**config.mk**
```make
export PLATFORM = sky130hd
export DESIGN_NAME = mem_req_tx
export DESIGN_NICKNAME = d
export VERILOG_FILES = /design/src/rtl/mem_req_tx_pkg.sv /design/src/rtl/mem_req_tx_toggle_cov.sv /design/src/rtl/mem_req_tx.sv
export SDC_FILE = /design/constraint.sdc
export NUM_CORES = 1
export LEC_CHECK = 0
export ABC_AREA = 1
export ABC_CLOCK_PERIOD_IN_PS = 1850
export CELL_PAD_IN_SITES_DETAIL_PLACEMENT = 1
export CELL_PAD_IN_SITES_GLOBAL_PLACEMENT = 1
export CORE_MARGIN = 2
export CORE_UTILIZATION = 25
export CTS_CLUSTER_SIZE = 14
export DETAILED_ROUTE_END_ITERATION = 6
export HOLD_SLACK_MARGIN = 0.06
export PLACE_DENSITY = 0.63
export SLEW_MARGIN = 20
export SYNTH_ARGS = -nofsm -noshare
export SYNTH_HDL_FRONTEND = slang
export SYNTH_HIERARCHICAL = 1
export SYNTH_SLANG_ARGS = --single-unit
export TNS_END_PERCENT = 50
```
**constraint.sdc**
```tcl
create_clock -name clock -period 1.85 [get_ports clock]
set_input_delay 0.4625 -clock clock [delete_from_list [all_inputs] [get_ports clock]]
set_output_delay 0.4625 -clock clock [all_outputs]
set_load 0.02 [all_outputs]
```
**src/rtl/mem_req_tx_pkg.sv**
```systemverilog
// Shared encodings for the mem_ctrl request transmitter: channel targets,
// transmitter FSM states and the beat count of one transfer.
package mem_req_tx_pkg;

    typedef enum logic [1:0] {
        TGT_SDRAM   = 2'd0,
        TGT_FLASH   = 2'd1,
        TGT_ROM     = 2'd2,
        TGT_ILLEGAL = 2'd3
    } tgt_t;

    typedef enum logic [2:0] {
        ST_IDLE  = 3'd0,
        ST_BEAT1 = 3'd1,
        ST_BEAT2 = 3'd2,
        ST_BEAT3 = 3'd3,
        ST_GAP   = 3'd4
    } state_t;

    localparam logic [1:0] BEAT_COUNT = 2'd3;

    // Beat number 1..BEAT_COUNT while a beat is on the wire, 0 otherwise.
    function automatic logic [1:0] beat_num(input state_t s);
        case (s)
            ST_BEAT1: return 2'd1;
            ST_BEAT2: return 2'd2;
            ST_BEAT3: return 2'd3;
            default:  return 2'd0;
        endcase
    endfunction

endpackage

```
**src/rtl/mem_req_tx_toggle_cov.sv**
```systemverilog
// Sticky toggle-coverage bit: set once the monitored signal has been seen
// both rising and falling since the last reset.
module toggle_cov (
    input  logic clock,
    input  logic reset,
    input  logic sig,
    output logic toggled
);

    logic prev;
    logic seen_rise;
    logic seen_fall;

    always_ff @(posedge clock) begin
        if (reset) begin
            prev      <= 1'b0;
            seen_rise <= 1'b0;
            seen_fall <= 1'b0;
        end else begin
            prev <= sig;
            if (sig && !prev) seen_rise <= 1'b1;
            if (!sig && prev) seen_fall <= 1'b1;
        end
    end

    assign toggled = seen_rise & seen_fall;

endmodule

```
**src/rtl/mem_req_tx.sv**
```systemverilog
// Request transmitter: accepts a 4-bit word plus target and serializes it into
// the three-beat valid sequence expected by the SDRAM, flash and ROM channels.
module mem_req_tx
    import mem_req_tx_pkg::*;
#(
    parameter int GAP_CYCLES = 1
) (
    input  logic       clock,
    input  logic       reset,
    input  logic       req_valid,
    input  logic [1:0] req_target,
    input  logic [3:0] req_data,
    output logic       req_ready,
    input  logic       abort,
    input  logic       sdram_ready,
    input  logic       flash_ready,
    input  logic       rom_ready,
    output logic       sdram_valid,
    output logic [1:0] sdram_data_o,
    output logic       flash_valid,
    output logic [3:0] flash_data_o,
    output logic       rom_valid,
    output logic       rom_data_o,
    output logic       done,
    output logic       aborted,
    output logic       err,
    output logic [7:0] coverage
);

    localparam logic [1:0] GAP_LAST = 2'(GAP_CYCLES - 1);

    state_t     state, state_next;
    logic [1:0] gap_cnt, gap_cnt_next;
    tgt_t       lat_target, lat_target_next;
    logic [3:0] lat_data, lat_data_next;
    logic       aborted_q, aborted_next;
    logic       err_q, err_next;
    logic       sel_ready;
    logic       accept;
    logic [1:0] beat;
    logic       abort_ok;

    // Handshake: a request transfers on a rising edge where req_valid and
    // req_ready are both high; req_ready only ever rises in IDLE.
    always_comb begin
        case (tgt_t'(req_target))
            TGT_SDRAM: sel_ready = sdram_ready;
            TGT_FLASH: sel_ready = flash_ready;
            TGT_ROM:   sel_ready = rom_ready;
            default:   sel_ready = 1'b1;
        endcase
    end

    assign req_ready = !reset && (state == ST_IDLE) && sel_ready;
    assign accept    = req_valid && req_ready;

    assign beat     = beat_num(state);
    assign abort_ok = (beat != 2'd0) && (beat < BEAT_COUNT);

    always_ff @(posedge clock) begin
        if (reset) begin
            state      <= ST_IDLE;
            gap_cnt    <= 2'd0;
            lat_target <= TGT_SDRAM;
            lat_data   <= 4'd0;
            aborted_q  <= 1'b0;
            err_q      <= 1'b0;
        end else begin
            state      <= state_next;
            gap_cnt    <= gap_cnt_next;
            lat_target <= lat_target_next;
            lat_data   <= lat_data_next;
            aborted_q  <= aborted_next;
            err_q      <= err_next;
        end
    end

    always_comb begin
        state_next      = state;
        gap_cnt_next    = gap_cnt;
        lat_target_next = lat_target;
        lat_data_next   = lat_data;
        aborted_next    = 1'b0;
        err_next        = 1'b0;
        case (state)
            ST_IDLE: begin
                if (accept) begin
                    if (tgt_t'(req_target) == TGT_ILLEGAL) begin
                        err_next = 1'b1;
                    end else begin
                        state_next      = ST_BEAT1;
                        lat_target_next = tgt_t'(req_target);
                        lat_data_next   = req_data;
                    end
                end
            end
            ST_BEAT1, ST_BEAT2: begin
                if (abort && abort_ok) begin
                    state_next   = ST_IDLE;
                    aborted_next = 1'b1;
                end else begin
                    state_next = (state == ST_BEAT1) ? ST_BEAT2 : ST_BEAT3;
                end
            end
            // Beat 3 is the commit beat, so abort no longer applies here.
            ST_BEAT3: begin
                state_next   = ST_GAP;
                gap_cnt_next = 2'd0;
            end
            ST_GAP: begin
                if (gap_cnt == GAP_LAST) begin
                    state_next = ST_IDLE;
                end else begin
                    gap_cnt_next = gap_cnt + 2'd1;
                end
            end
            default: state_next = ST_IDLE;
        endcase
    end

    // Channel outputs are pure decodes of state and the latched request.
    always_comb begin
        sdram_valid  = 1'b0;
        sdram_data_o = 2'b00;
        flash_valid  = 1'b0;
        flash_data_o = 4'd0;
        rom_valid    = 1'b0;
        rom_data_o   = 1'b0;
        if (beat != 2'd0) begin
            case (lat_target)
                TGT_SDRAM: begin
                    sdram_valid = 1'b1;
                    case (beat)
                        2'd1:    sdram_data_o = lat_data[1:0];
                        2'd2:    sdram_data_o = lat_data[3:2];
                        default: sdram_data_o = 2'b00;
                    endcase
                end
                TGT_FLASH: begin
                    flash_valid  = 1'b1;
                    flash_data_o = lat_data;
                end
                TGT_ROM: begin
                    rom_valid = 1'b1;
                    case (beat)
                        2'd1:    rom_data_o = lat_data[0];
                        2'd2:    rom_data_o = lat_data[1];
                        default: rom_data_o = lat_data[2];
                    endcase
                end
                default: ;
            endcase
        end
    end

    assign done    = (state == ST_GAP) && (gap_cnt == 2'd0);
    assign aborted = aborted_q;
    assign err     = err_q;

    logic [7:0] cov_sig;
    assign cov_sig = {err, aborted, done,
                      state == ST_GAP, state == ST_BEAT3,
                      state == ST_BEAT2, state == ST_BEAT1,
                      state == ST_IDLE};

    for (genvar i = 0; i < 8; i++) begin : g_cov
        toggle_cov u_cov (
            .clock   (clock),
            .reset   (reset),
            .sig     (cov_sig[i]),
            .toggled (coverage[i])
        );
    end

endmodule

```
==> results of run 1 <==
final cells by class:
cell class	count	area, µm²
multi-input combinational	129	788
clock inverter	2	33.8
sequential	37	749
fill	829	4070
timing repair buffer	66	596
inverter	73	277
clock buffer	6	72.6
tap	80	100
final timing paths:
kind | from | slack (ns) | to
setup reg to reg | state[2] | 0.26 | state[0]
setup / recovery | state[2] | -0.36 | rom_data_o
hold reg to reg | g_cov[1].u_cov/seen_rise | 0.45 | g_cov[1].u_cov/seen_rise
hold / removal | g_cov[1].u_cov/seen_rise | 0.45 | g_cov[1].u_cov/seen_rise
worst register-to-register path: stages, from the launching register on:
cell     delay, ns
dfxtp_4       0.37
nor3_4        0.20
inv_2         0.06
nand2_2       0.08
ha_1          0.26
buf_4         0.16
nor2_1        0.13
o21ai_0       0.10
nand2_1       0.08
nor2_2        0.03
power by group through the flow:
stage               registers, mW  logic, mW  clock network (mW)
detailed placement          0.976       1.03                   0
CTS                         0.959       1.10               0.714
finish                      0.959       1.12               0.683
global route                0.973       1.24               0.760
floorplan                   0.980      0.573                   0
global placement            0.975       1.01                   0
per-layer routing:
layer  vias to the layer above  GRT usage  wire length, µm
li1                        841          -                -
met1                       711      0.137             1720
met2                        21      0.208             2020
met3                         5     0.0286              137
met4                         0     0.0384               62
met5                         -          0                0
per-stage QoR:
step                      area (µm²)  cells  setup TNS [ns]
after floorplan                 1800    241           -1.05
after global placement          2440    380           -5.89
after detailed placement        2440    380           -6.29
after CTS                       2600    392           -3.03
after global routing            2620    393           -4.27
final                           2620    393           -2.90
sequential cells by signal, summed over array words and instances (netlist names):
name	flops
aborted	1
err	1
g_cov.u_cov/prev	8
g_cov.u_cov/seen_fall	8
g_cov.u_cov/seen_rise	8
gap_cnt	2
lat_data	4
lat_target	2
state	3
Yosys cell counts (all sizes together):
cell type,count
nor3,4
nor2,28
o21bai,4
a31oi,1
and2,1
nand2,57
inv,73
o21ai,2
nor4,1
dfxtp,37
nand3,3
nand4,3
buf,1
a21oi,21
clkbuf,1
ha,4
cell usage in the layout, fill, tap and decap left out, types with 2 or more instances in the layout:
| cell | instances |
|---|---|
| nor2_1 | 18 |
| ha_1 | 3 |
| o21bai_1 | 3 |
| inv_1 | 67 |
| clkdlybuf4s50_1 | 18 |
| clkbuf_8 | 5 |
| buf_6 | 8 |
| nand2_1 | 48 |
| dlymetal6s2s_1 | 2 |
| dlygate4sd2_1 | 2 |
| nor2_4 | 7 |
| buf_4 | 35 |
| dfxtp_4 | 2 |
| nor3_4 | 3 |
| a21oi_1 | 10 |
| dfxtp_1 | 34 |
| nand4_1 | 2 |
| nand2_2 | 9 |
| nor2_2 | 3 |
| nand3_1 | 3 |
| a21oi_2 | 10 |
| inv_2 | 5 |
cell families after synthesis:
logic type                 share of synthesized area
AOI/OAI and AO/OA                              0.111
and+or+nand+nor                                0.255
buffers and inverters                          0.170
adders and majority gates                     0.0294
DFF                                            0.435
timing repair:
item	4_1_cts	5_1_grt
hold buffers	0	0
endpoints found under the setup margin	12	14
resized for setup	74	5
buffers inserted	4	1
pin swaps	2	1
==> summary.md, run 1 <==
| Metric | Value |
|---|---|
| Critical Path RT | around 1.4 ns |
| Final Util | 0.392 |
| Cells on Worst Hold Path | 2 |
| VDD IR-drop max | 0.441 mV |
| Total Routed Length | ~4 mm |
| Fin crit share | 1.20 |
| Synthesized area per cell | 7.07 µm² |
| Seq/Total Area, Yosys | 0.435 |
| Vias in the first global route | roughly 1600 |
| Hold_ws | about 0.45 ns |
| Startpoint class of the critical path | flop |
| Worst r2r path cells | 9 |
| Initial antenna violation count | 0 |
| Clk Tree Root Cell | clkbuf_8 |
| Standard-cell row count | 30 |
| CTS tree | done |
| CP max stage delay | between 0.3 and 0.4 ns |
| Fin. max-slew vios | 0 |
| Drt wl/cell | roughly 10 µm |
| Worst path depth | 9 |
| CP top delay family | simple AND/OR/NAND/NOR gates |
| Combinational group share of total power | 0.405 |
| Worst clock skew | between 0.005 and 0.006 ns |
| Mapped Area | around 0.0017 mm² |
| Antenna Cells | 0 |
| Die extent in y | ~87 µm |
| Core ar. | 0.00668 mm² |
| Synth area leaders | dfxtp_1 (43%), inv_1 (16%), nand2_1 (11%) |
| Setup CP Type | reg2out |
| Max-Slew Margin vs Limit | 0.716 |
| Initial drt markers | 45 |
| First-pass GRT wire length | 6.96 mm |
| LEAKAGE | around 1.2 nW |
| Worst setup EP type | primary output |
| Maximum Capacitance Violations | 0 |
| Syn. warnings | 6 |
| Max Clk Rate | between 0.4 and 0.5 GHz |
| Via Count | around 1600 |
| Die Area | 0.00749 mm² |
| Minimum clock period | between 2 and 2.5 ns |
| # IOs | 35 |
| Pre-antenna DRT Iters | 3 |
| Failing checks | negative setup slack |
| Syn Nets | 258 |
| Post-synth top area cell | dfxtp_1 |
| Routability Congestion | about 0.74 |
| Worst hold path type | reg2reg |
| CTS Buf Count | 5 |
| Final hold violations | 0 |
| PnR worst setup slack | -0.363 ns |
| Buf+Inv Stages, Crit Path | 3 |
| Share of layout cells above drive strength 1 | 0.313 |
| GRT Util Overall | 0.117 |
| DRC | 0 |
| Slew @ Worst Pin | 0.427 ns |
| Outcome | finished with violations |
| H-tree depth | 2 |
| Clock Tree Buf Depth | 2 |
| Die Span X | 86.5 µm |
| Switch share | 0.328 |
| Top cell type's share of synthesized area | 0.435 |
| DP Wirelength | 3.04 mm |
| CP cell instances | nor3_4 -> inv_2 -> nand2_2 -> inv_2 -> ha_4 -> nor3_4 -> o21ai_1 -> a31oi_2 -> buf_4 |
| Post-synthesis cell type count | 22 |
| Int Pwr | around 1.9 mW |
| Overflow after GRT | 0 |
| Final Net Count | about 330 |
| Clock network power share | 0.247 |
| Worst path arrival time | 1.75 ns |
| Vias per cell | between 4 and 5 |
| Largest net degree at the start of global routing | 36 |
| Total power | around 2.8 mW |
| Placement Setup Slack | -0.602 ns |
| Layout overhead on the synthesized area | 53.6% |
| Post-synthesis register bit count | 37 |
| RSZ-0062 raised after global routing | true |
| Initial core utilization | 0.255 |
| Post-DRT Antenna Nets | 0 |
| Slowest-stage cell, CP | dfxtp_4 |
| Pwr Density | between 1000 and 1500 mW/mm² |
| Worst-Skew Late Latency | just under 0.3 ns |
| Sequential power share | 0.348 |
| Number of setup violations in the final report | 11 |
| Port bufs | 34 |
| Synthesized instance count | between 200 and 250 |
| CTS sink cnt | 37 |
| Worst-path fanout max | 4 |
| Net switching power | 904 µW |
| Clock transition at the registers of the reported paths | about 0.070 ns |
Power figures use the tool's default switching activity.
==> run 2, diff against run 1 <==
- ABC_CLOCK_PERIOD_IN_PS: 1850 -> unset
- PLACE_DENSITY: 0.63 -> unset
- PLACE_DENSITY_LB_ADDON: unset -> 0.1
==> summary.md, run 2 (synthesis results as in run 1) <==
| Metric | Value |
|---|---|
| Setup CP Type | reg2out |
| Clock Tree Buf Depth | 2 (unchanged) |
| Slew @ Worst Pin | 0.436 ns (+0.00920 ns) |
| Core ar. | 0.00668 mm² (unchanged) |
| Critical Path RT | 1.39 ns (about the same) |
| Pre-antenna DRT Iters | 2 (-1) |
| Placed insts | 379 (-0.26%) |
| Port bufs | 34 (unchanged) |
| VDD IR-drop max | 0.375 mV (-15%) |
| CP max stage delay | 0.37 ns (about the same) |
| CP cell instances | nor3_4 -> inv_2 -> nand2_2 -> inv_2 -> ha_4 -> nor3_4 -> o21ai_2 -> a31oi_2 -> buf_4 |
| Layout overhead on the synthesized area | 51.0% |
| PnR worst setup slack | -0.373 ns (-0.00989 ns) |
| H-tree depth | 2 (unchanged) |
| Clock transition at the registers of the reported paths | 0.07 ns (about the same) |
| Maximum Capacitance Violations | 0 (unchanged) |
| Worst-Skew Late Latency | 0.28 ns (about the same) |
| Slowest-stage cell, CP | dfxtp_4 |
| CTS tree | done |
| Worst hold path type | reg2reg |
| Pwr Density | 1060 mW/mm² (+0.97%) |
| DRC | 0 (unchanged) |
| CTS Buf Count | 5 (unchanged) |
| # IOs | 35 (unchanged) |
| Vias per cell | 4.04 (+0.52%) |
| Failing checks | negative setup slack |
| Final Net Count | 324 (-1.5%) |
| Clk Tree Root Cell | clkbuf_8 |
| CP top delay family | simple AND/OR/NAND/NOR gates |
| CTS sink cnt | 37 (unchanged) |
| Via Count | 1566 (-0.76%) |
| Die extent in y | 86.5 µm (unchanged) |
| Outcome | finished with violations |
| Largest net degree at the start of global routing | 36 (unchanged) |
| Post-Place Cell Area | 0.00244 mm² (-0.31%) |
| Final Util | 0.385 (-0.00674) |
| Share of layout cells above drive strength 1 | 0.308 (-0.00466) |
| Placement Setup Slack | -0.601 ns (+0.000428 ns) |
| Fin crit share | 1.20 (+0.00534) |
| Hold Buf Count CTS | 0 (unchanged) |
| Total Routed Length | 3.90 mm (-1.1%) |
| Fin area | 0.00257 mm² (-1.7%) |
| First-pass GRT wire length | 7.01 mm (+0.79%) |
| Initial antenna violation count | 0 (unchanged) |
| Initial drt markers | 37 (-18%) |
| Drt wl/cell | 10.1 µm (+0.16%) |
| Worst-path fanout max | 4 (unchanged) |
| Fin cells | 388 (-1.3%) |
| Number of setup violations in the final report | 10 (-1) |
| RSZ-0062 raised after global routing | true |
| Die Span X | 86.5 µm (unchanged) |
| Startpoint class of the critical path | flop |
| LEAKAGE | 1.20 nW (+1.7%) |
| Worst setup EP type | primary output |
| Worst path arrival time | 1.76 ns (about the same) |
| DP Wirelength | 2.98 mm (-2.1%) |
| Commonest cells after routing, fill and taps aside | inv_1 (67), nand2_1 (48), dfxtp_1 (34), buf_4 (33), nor2_1 (19) |
| Antenna Cells | 0 (unchanged) |
| Routability Congestion | 0.767 (+3.8%) |
| Post-DRT Antenna Nets | 0 (unchanged) |
| Minimum clock period | 2.22 ns (+0.00989 ns) |
| Initial core utilization | 0.255 (unchanged) |
| Commonest non-fill, non-tap cell in the layout | inv_1 |
| Final hold violations | 0 (unchanged) |
| Fin. max-slew vios | 0 (unchanged) |
| Die Area | 0.00749 mm² (unchanged) |
| GRT Util Overall | 0.116 (-0.000397) |
| Worst clock skew | 0.00462 ns (-0.000822 ns) |
| Buf+Inv Stages, Crit Path | 3 (unchanged) |
| Standard-cell row count | 30 (unchanged) |
| Total power | 2.74 mW (-0.77%) |
| Biggest regs | g_cov.u_cov/prev x8, g_cov.u_cov/seen_fall x8, g_cov.u_cov/seen_rise x8 |
| Max Clk Rate | 0.450 GHz (-0.44%) |
| Max-Slew Margin vs Limit | 0.709 (-0.00613) |
| Overflow after GRT | 0 (unchanged) |
| Vias in the first global route | 1581 (-0.32%) |
run 2: cell count changes in the layout (fill, tap and decap cells not counted), sizes merged:
cell | previous run | this run
clkinv | 1 | 0
dlymetal6s2s | 2 | 4
clkdlybuf4s50 | 18 | 15
dlygate4sd2 | 2 | 3
buf | 44 | 39
clkbuf | 6 | 7
run 2: final cells by class:
type | instances | area (µm²)
repair buffers | 61 | 551
multi-input cells | 129 | 781
flip-flops and latches | 37 | 749
clock inverters | 1 | 30.0
fillers | 858 | 4110
inverters | 73 | 274
clock buffers | 7 | 86.3
well taps | 80 | 100
run 2: metrics by stage:
stage,setup TNS (ns),hold slack (ns)
3_3_place_gp,-5.65,0.440
4_1_cts,-3.15,0.454
6_report,-2.89,0.450
3_5_place_dp,-5.58,0.442
2_1_floorplan,-1.05,0.424
5_1_grt,-4.17,0.480
run 2: worst register-to-register path, delay by kind of cell, from the launching register on:
family / cells / cell delay, ns
compound gates: 1 / 0.11
flops: 1 / 0.37
fa+ha+maj: 1 / 0.31
buf+inv: 3 / 0.30
simple gates: 4 / 0.39
run 2: repair_timing:
item / 4_1_cts / 5_1_grt
pin swaps: 0 / 1
buffers inserted: 0 / 1
setup endpoints to repair: 12 / 16
resized for setup: 71 / 6
run 2: per-layer routing:
metal / vias to the layer above / share of wire / track usage
li1: 826 / - / -
met1: 714 / 0.48 / 0.150
met2: 22 / 0.48 / 0.194
met3: 4 / 0.032 / 0.0267
met4: 0 / 0.010 / 0.0341
met5: - / 0 / 0
run 2: where the power goes:
group / internal (mW) / switching (mW)
Combinational: 0.515 / 0.536
Clock: 0.440 / 0.284
Sequential: 0.900 / 0.0625
run 2: worst paths after layout:
path / start / end / slack, ns / cells past startpoint
min reg2reg: g_cov[3].u_cov/seen_rise / g_cov[3].u_cov/seen_rise / 0.45 / 2
max: state[2] / rom_data_o / -0.37 / 9
min: g_cov[3].u_cov/seen_rise / g_cov[3].u_cov/seen_rise / 0.45 / 2
max reg2reg: state[1] / state[0] / 0.26 / 9
